## src/rtl/bin2bcd_seq_pkg.sv

```systemverilog
// Shared definitions for the display path: FSM encoding, BCD constants and
// the internal digit-count helper used by the converter and the display top.
package bin2bcd_seq_pkg;

   typedef enum logic [1:0] {
      IDLE  = 2'd0,
      SHIFT = 2'd1,
      DONE  = 2'd2
   } state_t;

   localparam logic [3:0] BCD_NINE       = 4'h9;
   localparam logic [3:0] BCD_ADJ_THRESH = 4'd5;

   // Digits needed to hold 2^width-1 (log10(2) ~ 0.3, rounded up).
   function automatic int ext_digits(input int width);
      return (width * 3) / 10 + 1;
   endfunction

endpackage

```

## src/rtl/bin2bcd_seq_bcd_digit_adj.sv

```systemverilog
// One double-dabble digit correction: add 3 when the digit is 5 or more, so
// the following left shift carries correctly into the next decimal digit.
module bcd_digit_adj
   import bin2bcd_seq_pkg::*;
(
   input  logic [3:0] din,
   output logic [3:0] dout
);

   always_comb begin
      dout = din;
      if (din >= BCD_ADJ_THRESH) dout = din + 4'd3;
   end

endmodule

```

## src/rtl/bin2bcd_seq.sv

```systemverilog
// Sequential binary-to-BCD converter (shift-add-3, one bit per clock) with
// saturation to all nines when the value needs more than DIGITS digits.
module bin2bcd_seq
   import bin2bcd_seq_pkg::*;
#(
   parameter int WIDTH  = 16,
   parameter int DIGITS = 4
) (
   input  logic                  CLK,
   input  logic                  RST,
   input  logic                  start,
   input  logic [WIDTH-1:0]      bin,
   output logic                  busy,
   output logic                  done,
   output logic [4*DIGITS-1:0]   bcd,
   output logic                  overflow
);

   // Handshake: start is a request sampled only while idle (busy=0); bin is
   // captured on that edge. Requests during busy are dropped, not queued.
   // done is a one-cycle pulse marking the cycle in which bcd/overflow change.

   localparam int EXT  = ext_digits(WIDTH);
   localparam int CW   = $clog2(WIDTH + 1);
   localparam int MAXD = (EXT > DIGITS) ? EXT : DIGITS;
   localparam int PW   = 4 * MAXD;

   state_t              state;
   logic [WIDTH-1:0]    bin_q;
   logic [4*EXT-1:0]    scratch;
   logic [4*EXT-1:0]    scratch_adj;
   logic [CW-1:0]       cnt;

   logic [PW-1:0]       scratch_wide;
   logic                result_ovf;
   logic [4*DIGITS-1:0] result_bcd;

   for (genvar g = 0; g < EXT; g++) begin : g_adj
      bcd_digit_adj u_adj (
         .din  (scratch[4*g +: 4]),
         .dout (scratch_adj[4*g +: 4])
      );
   end

   // Widening to MAXD digits makes the DIGITS >= EXT case fall out naturally:
   // no digits above the display, so no overflow and zero-filled upper digits.
   always_comb begin
      scratch_wide = PW'(scratch);
      result_ovf   = |(scratch_wide >> (4 * DIGITS));
      result_bcd   = result_ovf ? {DIGITS{BCD_NINE}} : scratch_wide[4*DIGITS-1:0];
   end

   always_ff @(posedge CLK or posedge RST) begin
      if (RST) begin
         state    <= IDLE;
         bin_q    <= '0;
         scratch  <= '0;
         cnt      <= '0;
         busy     <= 1'b0;
         done     <= 1'b0;
         bcd      <= '0;
         overflow <= 1'b0;
      end else begin
         done <= 1'b0;
         case (state)
            IDLE: begin
               if (start) begin
                  bin_q   <= bin;
                  scratch <= '0;
                  cnt     <= CW'(WIDTH);
                  busy    <= 1'b1;
                  state   <= SHIFT;
               end
            end
            SHIFT: begin
               {scratch, bin_q} <= {scratch_adj, bin_q} << 1;
               cnt <= cnt - CW'(1);
               if (cnt == CW'(1)) state <= DONE;
            end
            DONE: begin
               bcd      <= result_bcd;
               overflow <= result_ovf;
               done     <= 1'b1;
               busy     <= 1'b0;
               state    <= IDLE;
            end
            default: state <= IDLE;
         endcase
      end
   end

endmodule
```

## config.mk

```make
export PLATFORM = sky130hd
export DESIGN_NAME = bin2bcd_seq
export DESIGN_NICKNAME = d
export VERILOG_FILES = /design/src/rtl/bin2bcd_seq_pkg.sv /design/src/rtl/bin2bcd_seq_bcd_digit_adj.sv /design/src/rtl/bin2bcd_seq.sv
export SDC_FILE = /design/constraint.sdc
export NUM_CORES = 1
export LEC_CHECK = 0
export BUFFER_PORTS_ARGS = -buffer_cell sky130_fd_sc_hd__clkbuf_2
export CORE_MARGIN = 4
export CORE_UTILIZATION = 30
export DETAILED_ROUTE_END_ITERATION = 16
export PLACE_DENSITY_LB_ADDON = 0.08
export REMOVE_ABC_BUFFERS = 1
export SYNTH_ARGS = -nofsm -noshare
export SYNTH_HDL_FRONTEND = slang
export SYNTH_SLANG_ARGS = --single-unit
```

## constraint.sdc

```tcl
create_clock -name CLK -period 2.2 [get_ports CLK]
set_input_delay 0 -clock CLK [delete_from_list [all_inputs] [get_ports CLK]]
set_output_delay 0 -clock CLK [all_outputs]
set_load 0.05 [all_outputs]
```

==> results of run 1 <==
-- logic make-up (layout without fill, tap and decap cells) --
| group | after synthesis | in the layout | share of synthesized area |
|---|---|---|---|
| AOI/OAI and AO/OA | 73 | 73 | 0.181 |
| xor gates and xnor gates | 7 | 7 | 0.0216 |
| buffers and inverters | 27 | 93 | 0.0476 |
| DFF | 62 | 62 | 0.546 |
| and+or+nand+nor | 72 | 72 | 0.126 |
| adders and majority gates | 13 | 13 | 0.0573 |
| muxes | 6 | 6 | 0.0211 |
-- layer usage --
layer  GRT usage  routed length [um]
met1       0.175                3380
met2       0.198                2950
met3      0.0441                 276
met4      0.0281                  63
met5           0                   0
-- worst max-delay path: stages (launching register included) --
cell and delay (ns):
dfrtp_1 0.44, inv_1 0.11, nand2_2 0.15, inv_1 0.37, nand3_1 0.35, o22a_1 0.27
-- synthesized netlist by cell type, types with 2 or more instances --
cell,number
o22a_1,4
o31ai_1,5
a21oi_1,12
ha_1,13
inv_1,15
mux2i_1,6
nand2b_1,6
xnor2_1,5
o22ai_1,7
o32ai_1,2
buf_2,8
xor2_1,2
nor2_1,10
a32o_1,5
a22oi_1,15
nor3b_1,2
o21ai_0,13
nand3_1,5
dfrtp_1,62
clkbuf_1,2
nand2_1,39
a22o_1,9
-- power by group through the flow --
stage / Combinational (mW) / Clock (mW) / Sequential (mW)
after floorplan: 1.49 / 0 / 2.43
after global placement: 2.61 / 0 / 2.06
after detailed placement: 2.62 / 0 / 2.05
after CTS: 2.65 / 0.923 / 2.03
after global routing: 2.90 / 0.971 / 2.10
final: 2.61 / 0.879 / 2.03
-- sequential cells by signal, summed over array words and instances (netlist names) --
name	flops
overflow	1
busy	1
cnt	5
bcd	16
scratch	20
state	2
bin_q	16
done	1
-- what timing repair did --
action | 4_1_cts | 5_1_grt
endpoints found under the hold margin | 37 | 0
endpoints found under the setup margin | 0 | 0
hold buffers | 18 | 0
-- worst min-delay path by stage --
stage	startpoint	end	slack [ns]	cells after the start
2_1_floorplan	bin[0]	bin_q[0]$_DFFE_PP0P_	0.11	2
3_3_place_gp	RST	bin_q[14]$_DFFE_PP0P_	0.04	2
3_5_place_dp	RST	bin_q[15]$_DFFE_PP0P_	0.03	2
4_1_cts	RST	bin_q[12]$_DFFE_PP0P_	0.22	3
5_1_grt	RST	bin_q[12]$_DFFE_PP0P_	0.27	3
6_report	RST	scratch[5]$_DFFE_PP0P_	0.22	3
-- area by class of cell --
| cell class | instances | area (sq um) | share of cell area |
|---|---|---|---|
| sequential | 62 | 1550 | 0.441 |
| tap | 129 | 161 | 0.0458 |
| inverter | 15 | 56.3 | 0.0160 |
| clock buffer | 12 | 145 | 0.0412 |
| clock inverter | 4 | 22.5 | 0.00640 |
| timing repair buffer | 62 | 430 | 0.122 |
| multi-input combinational | 171 | 1150 | 0.328 |
-- stage by stage --
stage	utilization	cells	worst slack [ns]	hold WS, ns
5_1_grt	0.381	455	0.243	0.270
3_5_place_dp	0.343	421	0.397	0.0333
2_1_floorplan	-	248	0.271	0.105
3_3_place_gp	0.343	421	0.490	0.0362
4_1_cts	0.381	455	0.390	0.221
6_report	0.381	455	0.405	0.221
==> results.txt, run 1 <==
The share of total power dissipated in combinational logic is 0.473. The launching element of the worst setup path is state[0]$_DFFE_PP0P_. The total power per unit cell area is 1570 nW/um^2. The clock tree root buffer cell is clkbuf_8. The total via count after detailed routing is 2,071. The endpoint identified for the worst register-to-register timing path is bcd[11]$_DFFE_PP0P_. The tree built by TritonCTS fans out to 62 sinks. The floorplan step defined a die boundary enclosing 11,100 sq um. The number of I/O port buffers is 37. The die height is about 110 um. After routing, the total negative slack on setup checks comes to 0 ns.

Setup repair after global routing left no endpoint under its margin. In this run the mean area of a mapped cell was 10.9 sq um. The total power of the final layout is 5.52 mW. The number of antenna diodes came out at 0. The initial antenna violation count came out at 0.

The total core area is around 9000 sq um. The most frequently used flop master after synthesis is dfrtp_1. At the end of routability-driven placement, the weighted congestion stood at 0.728. For this run, the register share of the synthesized area comes to 0.546.

The switching fraction of total power came out at 0.444. The analysis attributes to net switching a power of between 2 and 2.5 mW. The fraction of the cycle the final worst path needs is 0.816. After the first detailed-routing iteration, the DRC count stood at 59.

The internal cell power came out at 3.07 mW. The end of the critical path is bcd[11]$_DFFE_PP0P_. The total of max-cap violations came out at 0. The critical path is of the flop to flop type. The number of instances resized during post-cts repair came out at 0. In this run the worst hold path is classified as primary input to async pin. The standard cell area after detailed placement came out at 3170 sq um. The flow ran to the end, and the final reports show no timing, DRC or antenna violations.

The count of nets left with antenna violations once routing finished came out at 0. The startpoint of the most critical register-to-register path is state[0]$_DFFE_PP0P_. In this run the number of H-tree levels came out at 3. The count of mapped cells out of synthesis is between 200 and 300.

The total count of max-transition violations in the final report came out at 0. The CTS buffer count is 9. The final layout contains routed wiring with a total length of 6670 um.

STA classifies the critical path endpoint as a flop. The share of the synthesized area in the top cell type came out at 0.546. In this run the worst path has a maximum fanout of 13. The top cell types in the final layout, fill and taps aside, are dfrtp_1, nand2_1, clkbuf_2. The unique cell type count in the Yosys netlist is 35.

The required time at the worst-slack endpoint is roughly 2.4 ns. The clock share of power came out at 0.159. The HPWL after detailed placement is 4490 um. Entering global routing, the biggest net connects 30 pins.

The count of endpoints failing hold in the final timing report came to 0. The total overflow left after global routing is 0. The global routing usage summed across all routing layers came out at 0.128. The analysis attributes to cell leakage a power of 1.68 nW. TritonCTS built the clock tree. Of the total power, registers draw 0.367. For flop-to-flop paths, the worst setup slack is 0.41 ns. The shortest clock period the worst path allows after layout came out at 1.79 ns. The synthesized design spends more area on one cell type than any other, namely dfrtp_1. Clock-pin slew was measured on the worst setup and hold paths at 0.07 ns. The count of fill cells added during filler insertion came out at 928. STA puts the critical path data arrival time at roughly 2 ns.

The number of placement rows came out at 35. The first global-routing pass estimated 11,100 um of wire. The count of unresolved DRC violations after routing came out at 0. The insertion delay to the later sink of the worst-skew pair is 0.34 ns. The vias per cell is 4.55. The post-detailed-route wirelength per cell is ~15 um. Yosys attributes the largest share of cell area to dfrtp_1, ha_1, nand2_1. The number of setup buffers added after CTS is 0.

The final net count came out at 353. The clock skew is 0.0101 ns. The number of synthesized flops with an enable pin came out at 0. The sort of element at the start of the critical path is a flop.

The chip width came out at 105 um. The total of flip-flops plus latches after synthesis came out at 62. The via count of the first global-routing pass is between 2,000 and 2,500.

The initial standard-cell utilization of the core is 0.307. The maximum clock frequency came out at 557 MHz. The actual transition at the worst max-transition pin is 0.478 ns.

For this run, asynchronously set or reset flops after synthesis account for 1.00. The post-synth design cell area came out at 2840 sq um. The worst pin sits at a relative slew slack of 0.681. The commonest non-fill, non-tap cell in the layout is dfrtp_1.

The largest vdd supply drop came out at 0.515 mV. The area of all placed cells without fillers came out at 3520 sq um. The I/O pin count came out at 38. In the final layout, the share of cells above drive strength 1 is 0.193. The total setup violations reported at the end of the flow is 0. The number of synthesis warnings came out at 0. The detailed-router iteration count before antenna repair is 4.

The signed area change from the synthesized netlist to the final layout is 24.0%. The clock passes through at most 2 buffers. Measured in cells, the most critical reg-to-reg path has a length of 5.
No activity file was read; power rests on OpenSTA's default activity.
==> run 2, diff against run 1 <==
==> constraint.sdc (replaced) <==
create_clock -name CLK -period 1.6 [get_ports CLK]
set_input_delay 0 -clock CLK [delete_from_list [all_inputs] [get_ports CLK]]
set_output_delay 0 -clock CLK [all_outputs]
set_load 0.05 [all_outputs]
==> run 2 against run 1 <==
Against the previous run: hold slack improved by 0.023 ns; power rose by 45%; largest power group unchanged; critical path type unchanged; cell count rose by 2.9%.
==> results.txt, run 2 (synthesis results as in run 1) <==
The detailed-router iteration count before antenna repair came out at 4. The pin count of the biggest net entering global routing came out at 63. The post-detailed-route wirelength per cell is 14.1 um. In this run the critical register-to-register path is launched from state[1]$_DFFE_PP0P_. Once detail routing completed, the nets flagged for antenna violations numbered 0. The die height is 105 um. The detailed router placed 2,165 vias in this run. The global-route wire length before repair is about 11,000 um.

Leaving out fill and tap cells, the most frequent cell in the layout is dfrtp_1. After global routing the overflow that remains totals 0. The chip width came out at 105 um. The most critical setup path has its startpoint at state[1]$_DFFE_PP0P_.

The biggest fanout along the worst timing path came out at 14. The vias per cell is between 4 and 5. Buffers added to address setup during post-CTS repair amount to 0. The count of fill cells added during filler insertion came out at 938.

The I/O pin count came out at 38. For flop-to-flop paths, the worst setup slack is approximately 0.093 ns. The count of endpoints failing hold in the final timing report is 0. The largest registers in the layout are scratch: 20 flops, bcd: 16 flops, bin_q: 16 flops. The routed wire length is 6610 um.

The final net count came out at 366. The via count of the first global-routing pass is 2,259. The count of unresolved DRC violations after routing is 0. The clock skew came out at 0.0101 ns. The largest vdd supply drop is 0.663 mV. The worst path setup slack after routing is 0.0930 ns. The pre-CTS worst setup slack is approximately 0.091 ns. The count of buffers added on input and output ports is 37. The final RePlAce weighted congestion is roughly 0.73. The insertion delay to the later sink of the worst-skew pair came out at 0.33 ns.

The final hold slack came out at 0.245 ns. The CTS buffer count came out at 9. The core region is 9240 sq um.

The fraction of the cycle the final worst path needs came out at 0.942. The clock-pin transition on the worst setup and hold timing paths is 0.07 ns. The tree is rooted in a clkbuf_8.

The worst setup path is launched from a flop. The sum of negative setup slack came out at 0 ns. For this run, the top clock speed supported by timing is between 600 and 700 MHz. The signed area change from the synthesized netlist to the final layout is 29.8%. The relative max-transition margin came out at 0.772. The shortest clock period the worst path allows after layout came out at 1.51 ns.

The area of the die is 11,100 sq um. The analysis attributes to cell leakage a power of ~1.8 nW. The initial antenna violation count is 0. In this run the critical register-to-register path is captured at scratch[11]$_DFFE_PP0P_. The critical path ends at scratch[11]$_DFFE_PP0P_.

The global routing usage summed across all routing layers came out at 0.129. At the worst endpoint, the required time is 1.82 ns. The run finished with clean final reports. The critical path is of the flop to flop type. The initial standard-cell utilization of the core is 0.307. STA classifies the critical path endpoint as a flop. The total setup violations reported at the end of the flow is 0. The actual transition at the worst max-transition pin is 0.337 ns. The kind of path behind the tightest hold check is primary input to async pin. In this run the deepest clock path goes through 2 buffers. The top cell types in the final layout, fill and taps aside, are dfrtp_1, nand2_1, clkbuf_2.

The standard cell area after detailed placement is roughly 3300 sq um. Of the cells placed in the final design, the portion with a size suffix greater than 1 is 0.245. The number of flip-flops under the largest register name came out at 20. The DRC violation total after the first TritonRoute iteration is 59. The number of placement rows came out at 35.

Summed over all nets, the half-perimeter wirelength after detailed placement is 4330 um. Max-cap violations in this run came to 0. The total power per unit cell area is 2170 nW/um^2.

The maximum level of the CTS H-tree is 3. The area of all placed cells without fillers came out at 3690 sq um. The number of clock sinks came out at 62. The depth of the worst register-to-register path is 4. Setup repair after global routing left no endpoint under its margin. The number of antenna diodes came out at 0. The endpoint arrival time on the critical path came out at 1.73 ns. The register bank with the most flops is scratch.

TritonCTS built the clock tree. The final core utilization is 0.399. The total count of max-transition violations in the final report came out at 0.
==> run 2: cell count changes in the layout (fill, tap and decap cells not counted), moves of 3 or more <==
| cell | delta |
|---|---|
| buf_4 | +13 |
| a21oi_1 | -3 |
| a21oi_2 | +3 |
| clkbuf_8 | +3 |
| clkinv_2 | -3 |
==> run 2: metal layers <==
metal / up-vias / track usage / wire [um]
li1: 1070 / - / -
met1: 1044 / 0.164 / 3180
met2: 43 / 0.214 / 3080
met3: 8 / 0.0361 / 270
met4: 0 / 0.0422 / 88
met5: - / 0 / 0
==> run 2: through the flow <==
step                std cells  total power [mW]
floorplan                 248              5.38
global placement          434              6.50
detailed placement        434              6.52
CTS                       468              8.10
global route              468              8.69
finish                    468              8.02
==> run 2: worst min-delay path by stage <==
| stage | start | end | slack (ns) |
|---|---|---|---|
| after floorplan | bin[0] | bin_q[0]$_DFFE_PP0P_ | 0.11 |
| after CTS | RST | bcd[4]$_DFFE_PP0P_ | 0.26 |
| after global routing | RST | bcd[0]$_DFFE_PP0P_ | 0.28 |
| after global placement | RST | bcd[0]$_DFFE_PP0P_ | 0.09 |
| after detailed placement | RST | bcd[4]$_DFFE_PP0P_ | 0.08 |
| final | RST | bcd[4]$_DFFE_PP0P_ | 0.24 |
==> run 2: repair_timing <==
| item | in CTS | in global routing |
|---|---|---|
| setup endpoints to repair | 0 | 7 |
| hold buffers | 18 | 0 |
| resized for setup | 0 | 6 |
| hold endpoints to repair | 79 | 0 |
==> run 2: layout make-up <==
type	count	area, sq um	area share
sequential	62	1550	0.421
multi-input combinational	171	1170	0.317
timing repair buffer	75	528	0.143
clock buffer	14	183	0.0495
tap	129	161	0.0438
inverter	15	56.3	0.0153
clock inverter	2	37.5	0.0102
==> run 2: power breakdown <==
group | leakage, nW | internal (mW) | switching (mW)
clock | 0.109 | 0.892 | 0.612
sequential | 0.784 | 2.27 | 0.498
combinational | 0.871 | 1.49 | 2.25
total | 1.76 | 4.65 | 3.36
==> run 2: worst max-delay path: stages (launching register included) <==
cell and delay (ns):
dfrtp_1 0.43, or3b_1 0.50, nand2_8 0.18, o31ai_1 0.09
a32o_1 0.20
==> run 3, diff against run 2 <==
--- a/config.mk
+++ b/config.mk
@@ -10,6 +10,7 @@
 export CORE_UTILIZATION = 30
 export DETAILED_ROUTE_END_ITERATION = 16
 export PLACE_DENSITY_LB_ADDON = 0.08
+export RECOVER_POWER = 25
 export REMOVE_ABC_BUFFERS = 1
 export SYNTH_ARGS = -nofsm -noshare
 export SYNTH_HDL_FRONTEND = slang
==> run 3 against run 2 <==
Against the previous run: first-iteration DRC count unchanged; sequential cell count did not move; critical path depth stayed put; clock skew unchanged; count of clock-buffer cells in the layout unchanged; sequential share of layout area up 0.14 points; combinational power is essentially flat; largest power group unchanged; design area decreased by 0.34%.
==> results.txt, run 3 (synthesis results as in run 1) <==
The CTS buffer count is 9. Overall power consumption after layout is estimated at 8.01 mW. The insertion delay to the later sink of the worst-skew pair came out at 0.33 ns. The final RePlAce weighted congestion came out at a little over 0.7.

0 antenna diodes ended up in the layout. The biggest fanout along the worst timing path came out at 14. Leaving out fill and tap cells, the most frequent cell in the layout is dfrtp_1.

The total count of max-transition violations in the final report is 0. The total power per unit cell area came out at 2180 nW/um^2. The worst setup path is captured at a flop. In this run the tool buffered the top-level ports with 37 buffer cells.

Setup repair after global routing left no endpoint under its margin. The I/O pin count is 38. The setup check on the worst reg-to-reg path leaves a slack of 0.09 ns. Registers take approximately 1600 sq um. The number of clock sinks came out at 62. The die is between 100 and 150 um tall. The clock-pin transition on the worst setup and hold timing paths is 0.07 ns. The total overflow reported by the global router is 0. The area of the die is 11,100 sq um.

Data arrives at the worst endpoint at 1.73 ns. Counting cells, the worst reg-to-reg path comes to 4. The routed design could run at a clock period as short as 1.51 ns. The number of cells in the design after placement came out at about 430.

The logic depth of the worst path, buffers included is 4. For this run, global-route usage on met3 was measured as 0.0361. TritonCTS built the clock tree. Of the cells placed in the final design, the portion with a size suffix greater than 1 is 0.242.

In this design, the stage delay of the slowest critical-path cell is ~0.5 ns. The number of placement rows came out at 35. Broken down by cell family, the worst path's largest delay share belongs to simple AND/OR/NAND/NOR gates. The detailed-router iteration count before antenna repair came out at 4.

Dividing the detail-routed via count by the number of cells gives 4.62. The initial standard-cell utilization of the core is 0.307. The library cells used most frequently in the layout, excluding fill and tap cells, are dfrtp_1, nand2_1, clkbuf_2.

The required time at the worst-slack endpoint is 1.82 ns. The leakage component of the power came out at 1.76 nW. The clock skew is 0.0101 ns. The critical path is of the flop to flop type.

The total setup violations reported at the end of the flow is 0. The multi-input combinational cells in the finished layout cover a total of between 1000 and 1500 sq um. The critical path goes through or3b_1 > nand2_8 > o31ai_1 > a32o_1. In the global route stage, met1 resource usage came out at 0.164. The number of flip-flops under the largest register name is 20.

The actual transition at the worst max-transition pin came out at 0.865 ns. The count of unresolved DRC violations after routing is 0. Once the clock tree was built, the setup fixing pass inserted 0 buffers. The HPWL after detailed placement is 4330 um. The post-detailed-route wirelength per cell is 14.1 um. The DRC violation total after the first TritonRoute iteration came out at 59. The fraction of the cycle the final worst path needs came out at 0.942. Across the run, the number of max-cap violations was 0.

The clock tree root buffer cell is clkbuf_8. The total core area came out at 9240 sq um. The total via count after detailed routing came out at 2,164.

The initial antenna violation count came to 0. After global routing, the most crowded layer is met2. The worst hold path was traced through 4 stages. The kind of path behind the tightest hold check is primary input to flop. The maximum level of the CTS H-tree is 3. The count of cells in the finished layout, fillers not included, comes to 468. The largest registers in the layout are scratch: 20 flops, bcd: 16 flops, bin_q: 16 flops.

For this block, the routed nets add up to 6600 um of wire. The worst setup path is launched from a flop. The worst pin sits at a relative slew slack of 0.423.

The met2 demand-to-capacity share in global routing is 0.214. The run finished with clean final reports. The sum of buffers and inverters on the critical path is 0. Ranked by flip-flop count, first place goes to scratch. Counting along the longest clock path gives a buffer depth of 2.

The largest vdd supply drop came out at around 0.66 mV. The via count of the first global-routing pass is 2,259. The global routing usage summed across all routing layers is 0.129. The floorplan step set the die width to 105 um. Fill cells in the final layout number 940. The count of endpoints failing hold in the final timing report came out at 0. The first global-routing pass estimated 11,400 um of wire.

The slowest stage of the critical path belongs to the cell or3b_1. The pin count of the biggest net entering global routing is between 60 and 70. Based on the critical path, the design can be clocked at up to 664 MHz. The detail route stage leaves a number of antenna-violating nets equal to 0. The net count of the finished layout is 366. Compared with the post-synthesis result, the final layout area differs by 29.4%.
run 3: cell count changes in the layout (fill, tap and decap cells not counted), sizes merged:
cell	before	now
buf	20	19
inv	15	14
clkbuf	51	52
clkinv	0	1
run 3: metrics by stage:
step                       util  hold WS (ns)  worst slack [ns]  cell area (sq um)  TNS, ns
after floorplan               -         0.105            -0.329               2760    -6.15
after global placement    0.354        0.0870            0.0997               3270        0
after detailed placement  0.354        0.0825            0.0907               3270        0
after CTS                 0.397         0.259            0.0765               3670        0
after global routing      0.398         0.414          0.000110               3670        0
final                     0.398         0.395            0.0930               3670        0
run 3: path summary, 6_finish.rpt:
check	from	endpoint
max	state[1]$_DFFE_PP0P_	scratch[11]$_DFFE_PP0P_
min	bin[0]	bin_q[0]$_DFFE_PP0P_
max reg2reg	state[1]$_DFFE_PP0P_	scratch[11]$_DFFE_PP0P_
min reg2reg	bcd[13]$_DFFE_PP0P_	bcd[13]$_DFFE_PP0P_
max in group asynchronous	RST	state[0]$_DFFE_PP0P_
min in group asynchronous	RST	bcd[5]$_DFFE_PP0P_
run 3: area by class of cell:
class	instances	area share
flip-flops and latches	62	0.422
multi-input cells	171	0.318
repair buffers	75	0.140
clock buffers	14	0.0497
well taps	129	0.0439
inverters	15	0.0153
clock inverters	2	0.0102
run 3: report_power, final:
part | switching [mW] | total (mW) | internal (mW)
clock | 0.611 | 1.50 | 0.891
combinational | 2.25 | 3.74 | 1.49
sequential | 0.499 | 2.76 | 2.27
run 3: routing by layer:
layer | share of wire | vias up
met4 | 0.013 | 0
met3 | 0.040 | 8
met5 | 0 | -
met2 | 0.47 | 39
met1 | 0.48 | 1047
li1 | - | 1070
run 3: repair_timing:
action                                 CTS  global route
endpoints found under the hold margin   79             0
setup endpoints to repair                0             7
gates resized for setup                  0             6
hold buffers                            18             0
run 3: worst register-to-register path, delay by kind of cell (launching register included):
| kind | cells | cell delay [ns] |
|---|---|---|
| flops | 1 | 0.43 |
| simple gates | 2 | 0.68 |
| compound gates | 2 | 0.29 |
